<file path="config.mk">
export PLATFORM = sky130hd
export DESIGN_NAME = run_step_controller
export DESIGN_NICKNAME = d
export VERILOG_FILES = /design/src/rtl/run_step_controller.sv
export SDC_FILE = /design/constraint.sdc
export NUM_CORES = 1
export LEC_CHECK = 0
export BUFFER_PORTS_ARGS = -buffer_cell sky130_fd_sc_hd__buf_2
export CAP_MARGIN = 20
export CORE_MARGIN = 2
export CORE_UTILIZATION = 30
export CTS_BUF_LIST = sky130_fd_sc_hd__clkbuf_4
export CTS_CLUSTER_SIZE = 10
export DETAILED_ROUTE_END_ITERATION = 6
export SETUP_SLACK_MARGIN = 0.2
export SLEW_MARGIN = 0
export SYNTH_ARGS = -nofsm -noshare
export SYNTH_HDL_FRONTEND = slang
export SYNTH_SLANG_ARGS = --single-unit
</file>
<file path="constraint.sdc">
create_clock -name Clock -period 4.9 [get_ports Clock]
set_clock_uncertainty 0.2 [all_clocks]
set_input_delay 0.735 -clock Clock [delete_from_list [all_inputs] [get_ports Clock]]
set_output_delay 0.735 -clock Clock [all_outputs]
set_load 0.01 [all_outputs]
</file>
<file path="src/rtl/run_step_controller.sv">
// Run/step sequencer: debounces the dock buttons and produces a one-cycle
// register load enable, either on manual step (HALT) or periodically (RUN).
module run_step_controller #(
    parameter int unsigned DEBOUNCE_CYCLES = 270000,
    parameter int unsigned RUN_DIV         = 6750000,
    parameter int unsigned COUNT_W         = 16
) (
    input  logic               Clock,
    input  logic               Reset_n,
    input  logic               btn_run,
    input  logic               btn_step,
    input  logic               btn_halt,
    output logic               load,
    output logic               running,
    output logic               beat,
    output logic [COUNT_W-1:0] step_count
);

    localparam int unsigned DB_W  = (DEBOUNCE_CYCLES > 1) ? $clog2(DEBOUNCE_CYCLES) : 1;
    localparam int unsigned DIV_W = $clog2(RUN_DIV);

    typedef enum logic {
        HALT = 1'b0,
        RUN  = 1'b1
    } state_t;

    logic [2:0] raw;
    logic [2:0] ev;
    logic       step_ev;
    logic       run_ev;
    logic       halt_ev;

    assign raw     = {btn_halt, btn_run, btn_step};
    assign step_ev = ev[0];
    assign run_ev  = ev[1];
    assign halt_ev = ev[2];

    // Event pulse is registered alongside the 0->1 flip of the debounced level.
    for (genvar g = 0; g < 3; g++) begin : g_btn
        logic            s0;
        logic            s1;
        logic            lvl;
        logic            ev_q;
        logic [DB_W-1:0] cnt;

        always_ff @(posedge Clock or negedge Reset_n) begin
            if (!Reset_n) begin
                s0   <= 1'b0;
                s1   <= 1'b0;
                lvl  <= 1'b0;
                ev_q <= 1'b0;
                cnt  <= '0;
            end else begin
                s0   <= raw[g];
                s1   <= s0;
                ev_q <= 1'b0;
                if (s1 != lvl) begin
                    if (cnt == DB_W'(DEBOUNCE_CYCLES - 1)) begin
                        lvl  <= s1;
                        cnt  <= '0;
                        ev_q <= s1;
                    end else begin
                        cnt <= cnt + DB_W'(1);
                    end
                end else begin
                    cnt <= '0;
                end
            end
        end

        assign ev[g] = ev_q;
    end

    state_t           state;
    state_t           state_nx;
    logic [DIV_W-1:0] div;
    logic [DIV_W-1:0] div_nx;
    logic             load_nx;

    always_comb begin
        state_nx = state;
        div_nx   = div;
        load_nx  = 1'b0;
        case (state)
            HALT: begin
                div_nx = '0;
                if (halt_ev) begin
                    state_nx = HALT;
                end else if (run_ev) begin
                    state_nx = RUN;
                end else if (step_ev && !load) begin
                    load_nx = 1'b1;
                end
            end
            RUN: begin
                if (halt_ev) begin
                    state_nx = HALT;
                    div_nx   = '0;
                end else if (div == DIV_W'(RUN_DIV - 1)) begin
                    div_nx  = '0;
                    load_nx = 1'b1;
                end else begin
                    div_nx = div + DIV_W'(1);
                end
            end
        endcase
    end

    always_ff @(posedge Clock or negedge Reset_n) begin
        if (!Reset_n) begin
            state      <= HALT;
            div        <= '0;
            load       <= 1'b0;
            beat       <= 1'b0;
            step_count <= '0;
        end else begin
            state <= state_nx;
            div   <= div_nx;
            load  <= load_nx;
            if (load) begin
                step_count <= step_count + COUNT_W'(1);
                beat       <= ~beat;
            end
        end
    end

    assign running = (state == RUN);

endmodule

</file>
==> reports/qor.yml, run 1 <==
insertion_delay_ps: 490
use_met3: 0.0295
grt_util_met1: 0.146
numClockSinks: 111
hold_path.class: "in2reg"
ys_top_cells_by_area: "dfrtp_1, xnor2_1, xor2_1"
slew_headroom: 0.372
antenna_found_initial: 1
yosys_warnings: 0
clockRootBuffer: "clkbuf_4"
cts_tree: "built"
drc: 0
first_iter_violations: 178
gr-total-overflow: 0
crit_path_end_kind: "flop"
p_leak_nw: 2.41
ys_ff_latch: 111
fin_ws_ps: 2680
period_share: 0.454
finalPower_mw: 1.47
synth_common_cells: "dfrtp_1, nor2_1, xnor2_1, nand3_1, xor2_1"
yosysMostFrequentCell: "dfrtp_1"
drv_cap: 0
final_hold_viol_count: 0
fp.dieH_um: 136
drive_above_1_share: 0.103
gp_congestion: 0.779
synth.top_cell.area_share: 0.530
multiInputGateArea_um2: 2320
power_frac_clock: 0.336
clock_path_buffers: 2
max_freq_ghz: 0.450
grt_pass1_wl_mm: 17.3
first_global_vias: 3624
critical_path_peak_fanout: 22
syn_area_um2: 5250
fill_cells: 1760
async_flop_share: 1.00
postCtsSetupRepairBufs: 0
seqPwrFrac: 0.635
synth_cells: 506
grt.busiest_layer: "met2"
grt.total_usage: 0.116
status: "finished clean"
setup_violations: 0
switchingPower_mw: 0.365
cts-resized-gates: 0
htree_levels: 3
p_int_mw: 1.11
synth_top_family_by_area: "simple AND/OR/NAND/NOR gates"
period_needed_ps: 2220
critPathRequiredTime_ps: 5120
tightest_slew_ps: 938
fin_util: 0.335
synthFlopType: "dfrtp_1"
layout.nets: 538
avgViaCountPerCell: 4.92
vias: 3732
pin_count: 24
rsz0062_at_grt: "no"
setup-tns-final_ps: 0
cp-start-kind: "flop"
num_rows: 48
yosys.area_share.simple: 0.249
die_w_um: 136
wl_mm: 10.2
wl_per_cell_um: 13.4
area.growth.synth_to_final_pct: 9.80
synth_xor_area_frac: 0.119
register_area_um2: 2780
muxShareOfSynthArea: 0.00859
grt_max_degree: 80
ys_types: 42
avgSynthCellArea_um2: 10.4
arrival_ps: 2440
path_class: "reg2reg"
power_density_nw_per_um2: 255
synth_compound_area_frac: 0.0537
yosys.area.top_type: "dfrtp_1"
max-vdd-ir-drop_mv: 0.195
synth_edf_count: 0
p_sw_frac: 0.248
cts_buffers: 9
synth_fa_ha_area_frac: 0.0119
use_met2: 0.196
clk_pin_slew_ps: 190
drt-pass1-iter-count: 4
ys_seq_area_frac: 0.530
hpwlAfterDp_mm: 7.09
place_ws_ps: 2660
start_util: 0.305
synth_nets: 516
power_frac_comb: 0.030
die_area_um2: 18600
postCtsHoldBufs: 0
coreArea_um2: 17200
maxSlewViolCount: 0
ant_nets: 0
io_buffers: 23
## placed cells by master, fill, tap and decap left out, drive strengths merged, types with 14 or more instances in the layout
master and n:
dfrtp 111, xnor2 40, inv 17, and3 14, a21oi 21, buf 25, nand3 37, xor2 31
nand2 22, or3 15, nor2 71, nand4 24
## state kept, by name, indices dropped and copies added (netlist names)
signal      count
g_btn.cnt      57
div            23
step_count     16
g_btn.ev_q      3
g_btn.lvl       3
g_btn.s0        3
g_btn.s1        3
beat            1
load            1
running         1
## through the flow
stage / instances / hold WS [ps] / area, um^2
5_1_grt: 759 / 110 / 5760
3_5_place_dp: 740 / 135 / 5560
4_1_cts: 756 / 118 / 5720
6_report: 759 / 147 / 5760
3_3_place_gp: 740 / 132 / 5560
2_1_floorplan: 506 / 131 / 5250
## power by group through the flow
| stage | Combinational, mW | Clock, mW | Sequential [mW] |
|---|---|---|---|
| after floorplan | 0.0179 | 0 | 0.948 |
| after global placement | 0.0408 | 0 | 0.949 |
| after detailed placement | 0.0422 | 0 | 0.950 |
| after CTS | 0.0424 | 0.517 | 0.934 |
| after global routing | 0.0514 | 0.543 | 0.935 |
| final | 0.0434 | 0.494 | 0.933 |
## worst paths after layout
check / end / slack (ps) / startpoint / cells after the start
worst min-delay path: g_btn[1].s0 / 150 / btn_run / 1
worst max register to register: div[15] / 2680 / div[0] / 5
worst max-delay path: div[15] / 2680 / div[0] / 5
worst min register to register: g_btn[2].s1 / 170 / g_btn[2].s0 / 0
min in group asynchronous: g_btn[1].cnt[1] / 530 / Reset_n / 2
max in group asynchronous: g_btn[0].cnt[7] / 3150 / Reset_n / 3
## cell type report
class                      instances  area share
clock buffer                       9      0.0117
antenna                            1    0.000434
multi-input combinational        365       0.403
clock inverter                     7      0.0161
sequential                       111       0.482
inverter                          15     0.00978
timing repair buffer              26      0.0282
tap                              225      0.0489
## per-layer routing
layer  vias to the layer above  share of wire
li1                       1835              -
met1                      1840           0.45
met2                        46           0.49
met3                        11          0.037
met4                         0          0.015
met5                         -              0
## critical path, cell delays in order, from the launching register on
cell and delay, ps:
dfrtp_1 450, ha_1 230, and3_1 290, and4_1 250
a311o_2 500, a21oi_1 240
## logic make-up after synthesis
logic type / after synthesis
buffers and inverters: 30
adders and majority gates: 5
and+or+nand+nor: 240
xor gates and xnor gates: 71
muxes: 4
AOI/OAI and AO/OA: 45
DFF: 111
No activity file was read; power rests on OpenSTA's default activity.
==> run 2, diff against run 1 <==
- clock period: 4.9 -> 2 ns (I/O delays scaled with it)
==> reports/qor.yml, run 2 (synthesis results as in run 1) <==
reg2reg_depth: 4  # -1
grt_max_degree: 112  # +40%
path_class: "reg2reg"
numClockSinks: 111  # unchanged
mostFrequentLayoutCell: "dfrtp_1"
fill_cells: 1634  # -7.2%
wl_per_cell_um: 14.4  # +7.7%
status: "finished clean"
cp.buffers_inverters: 0  # unchanged
clockRootBuffer: "clkbuf_4"
startpoint: "g_btn[1].cnt[16]"
critPathRequiredTime_ps: 2180  # -2940 ps
drive_above_1_share: 0.390  # +0.287
top_regs: "g_btn.cnt x57, div x23, step_count x16"
reg2reg_to: "g_btn[1].lvl"
dr_wl_met2_mm: 6.21  # +24%
crit_path_end_kind: "flop"
cp-endpoint: "g_btn[1].lvl"
final_hold_viol_count: 0  # unchanged
period_share: 0.984  # +0.530
die_area_um2: 18600  # unchanged
clk_pin_slew_ps: 170  # -20 ps
rsz0062_at_grt: "yes"
power_density_nw_per_um2: 526  # +110%
final_cell_mix: "dfrtp_1, buf_4, nor2_1"
cts_buffers: 9  # unchanged
regMostFlops: "g_btn.cnt"
cts_tree: "built"
critPathMaxStageDelay_ps: 480  # -20 ps
max-vdd-ir-drop_mv: 0.245  # +26%
layout.nets: 635  # +18%
io_buffers: 23  # unchanged
critical_path_peak_fanout: 3  # -86%
rrSetupSlack_ps: 30  # -2640 ps
first_iter_violations: 206  # +16%
htree_levels: 3  # unchanged
avgViaCountPerCell: 4.98  # +1.4%
setup_violations: 0  # unchanged
fin_ws_ps: 31.4  # -2640 ps
area.growth.synth_to_final_pct: 34.9
wl_met1_mm: 5.62  # +22%
cp-start-kind: "flop"
place_ws_ps: -35.2  # -2690 ps
fp.dieH_um: 136  # unchanged
antenna_found_initial: 1  # unchanged
num_rows: 48  # unchanged
insertion_delay_ps: 480  # about the same
hpwlAfterDp_mm: 7.03  # -0.81%
max_freq_ghz: 0.508  # +13%
p_leak_nw: 2.97  # +23%
pin_count: 24  # unchanged
grt_pass1_wl_mm: 19.8  # +15%
r2r-start: "g_btn[1].cnt[16]"
cpMaxStageDelayCell: "or4_4"
dr_wl_met3_um: 296  # -21%
hold_path.class: "reg2reg"
first_global_vias: 4214  # +16%
clock_path_buffers: 2  # unchanged
period_needed_ps: 1970  # -255 ps
path_cells: "nor4b_2 > nand4_1 > or4_4 > mux2_4"
highest_layer: "met4"
vias: 4266  # +14%
gr-total-overflow: 0  # unchanged
maxSlewViolCount: 0  # unchanged
crit_cells: 4  # -1
crit_family: "simple AND/OR/NAND/NOR gates"
wl_mm: 12.4  # +21%
tightest_slew_ps: 608  # -331 ps
slew_headroom: 0.595  # +0.223
gp_congestion: 0.809  # +3.8%
largest_reg_flops: 57  # unchanged
arrival_ps: 2150  # -290 ps
drt-pass1-iter-count: 4  # unchanged
setup-tns-final_ps: 0  # unchanged
drv_cap: 0  # unchanged
die_w_um: 136  # unchanged
grt.total_usage: 0.132  # +0.0160
coreArea_um2: 17200  # unchanged
ant_nets: 0  # unchanged
start_util: 0.305  # unchanged
drc: 0  # unchanged
## run 2: power by group
group	leakage [nW]	internal (mW)	switching [mW]
registers	1.52	2.27	0.0202
logic	1.36	0.0808	0.104
clock network	0.0882	0.519	0.732
## run 2: worst min path at each step
| stage | startpoint | end | slack [ps] | cells after the start |
|---|---|---|---|---|
| after detailed placement | g_btn[1].s0 | g_btn[1].s1 | 150 | 0 |
| final | g_btn[1].s0 | g_btn[1].s1 | 180 | 0 |
| after floorplan | Reset_n | beat | -200 | 0 |
| after CTS | g_btn[1].s0 | g_btn[1].s1 | 180 | 0 |
| after global placement | g_btn[2].s0 | g_btn[2].s1 | 140 | 0 |
| after global routing | g_btn[1].s0 | g_btn[1].s1 | 190 | 0 |
## run 2: cell type report
cell class | instances | area, um^2 | area share
antenna | 1 | 2.50 | 0.000354
clock buffer | 10 | 75.1 | 0.0106
clock inverter | 6 | 82.6 | 0.0117
inverter | 15 | 56.3 | 0.00796
multi-input combinational | 372 | 2900 | 0.410
sequential | 111 | 2780 | 0.394
tap | 225 | 282 | 0.0398
timing repair buffer | 116 | 895 | 0.126
## run 2: worst reg2reg max path, delay by kind of cell (launching register included)
family	cells	cell delay, ps
flip-flops	1	440
AND/OR/NAND/NOR	3	920
multiplexers	1	320
## run 2: per-stage QoR
stage               instances  hold slack (ps)   util  total power [mW]  area (um^2)
floorplan                 506             -196      -              2.37         5350
global placement          771              137  0.342              2.43         5870
detailed placement        771              146  0.342              2.44         5870
CTS                       835              182  0.384              3.75         6590
global route              856              194  0.412              3.88         7070
finish                    856              175  0.412              3.72         7070
## run 2: repair_timing
item / 4_1_cts / 5_1_grt
hold buffers: 4 / 0
gates resized for setup: 43 / 80
pin swaps: 31 / 23
setup buffers: 40 / 15
gates cloned: 4 / 5
setup endpoints to repair: 82 / 81
endpoints found under the hold margin: 114 / 0
## run 2: routing by layer
metal  track usage  vias to the layer above
li1              -                     2057
met1         0.171                     2140
met2         0.218                       45
met3        0.0287                       24
met4        0.0503                        0
met5             0                        -
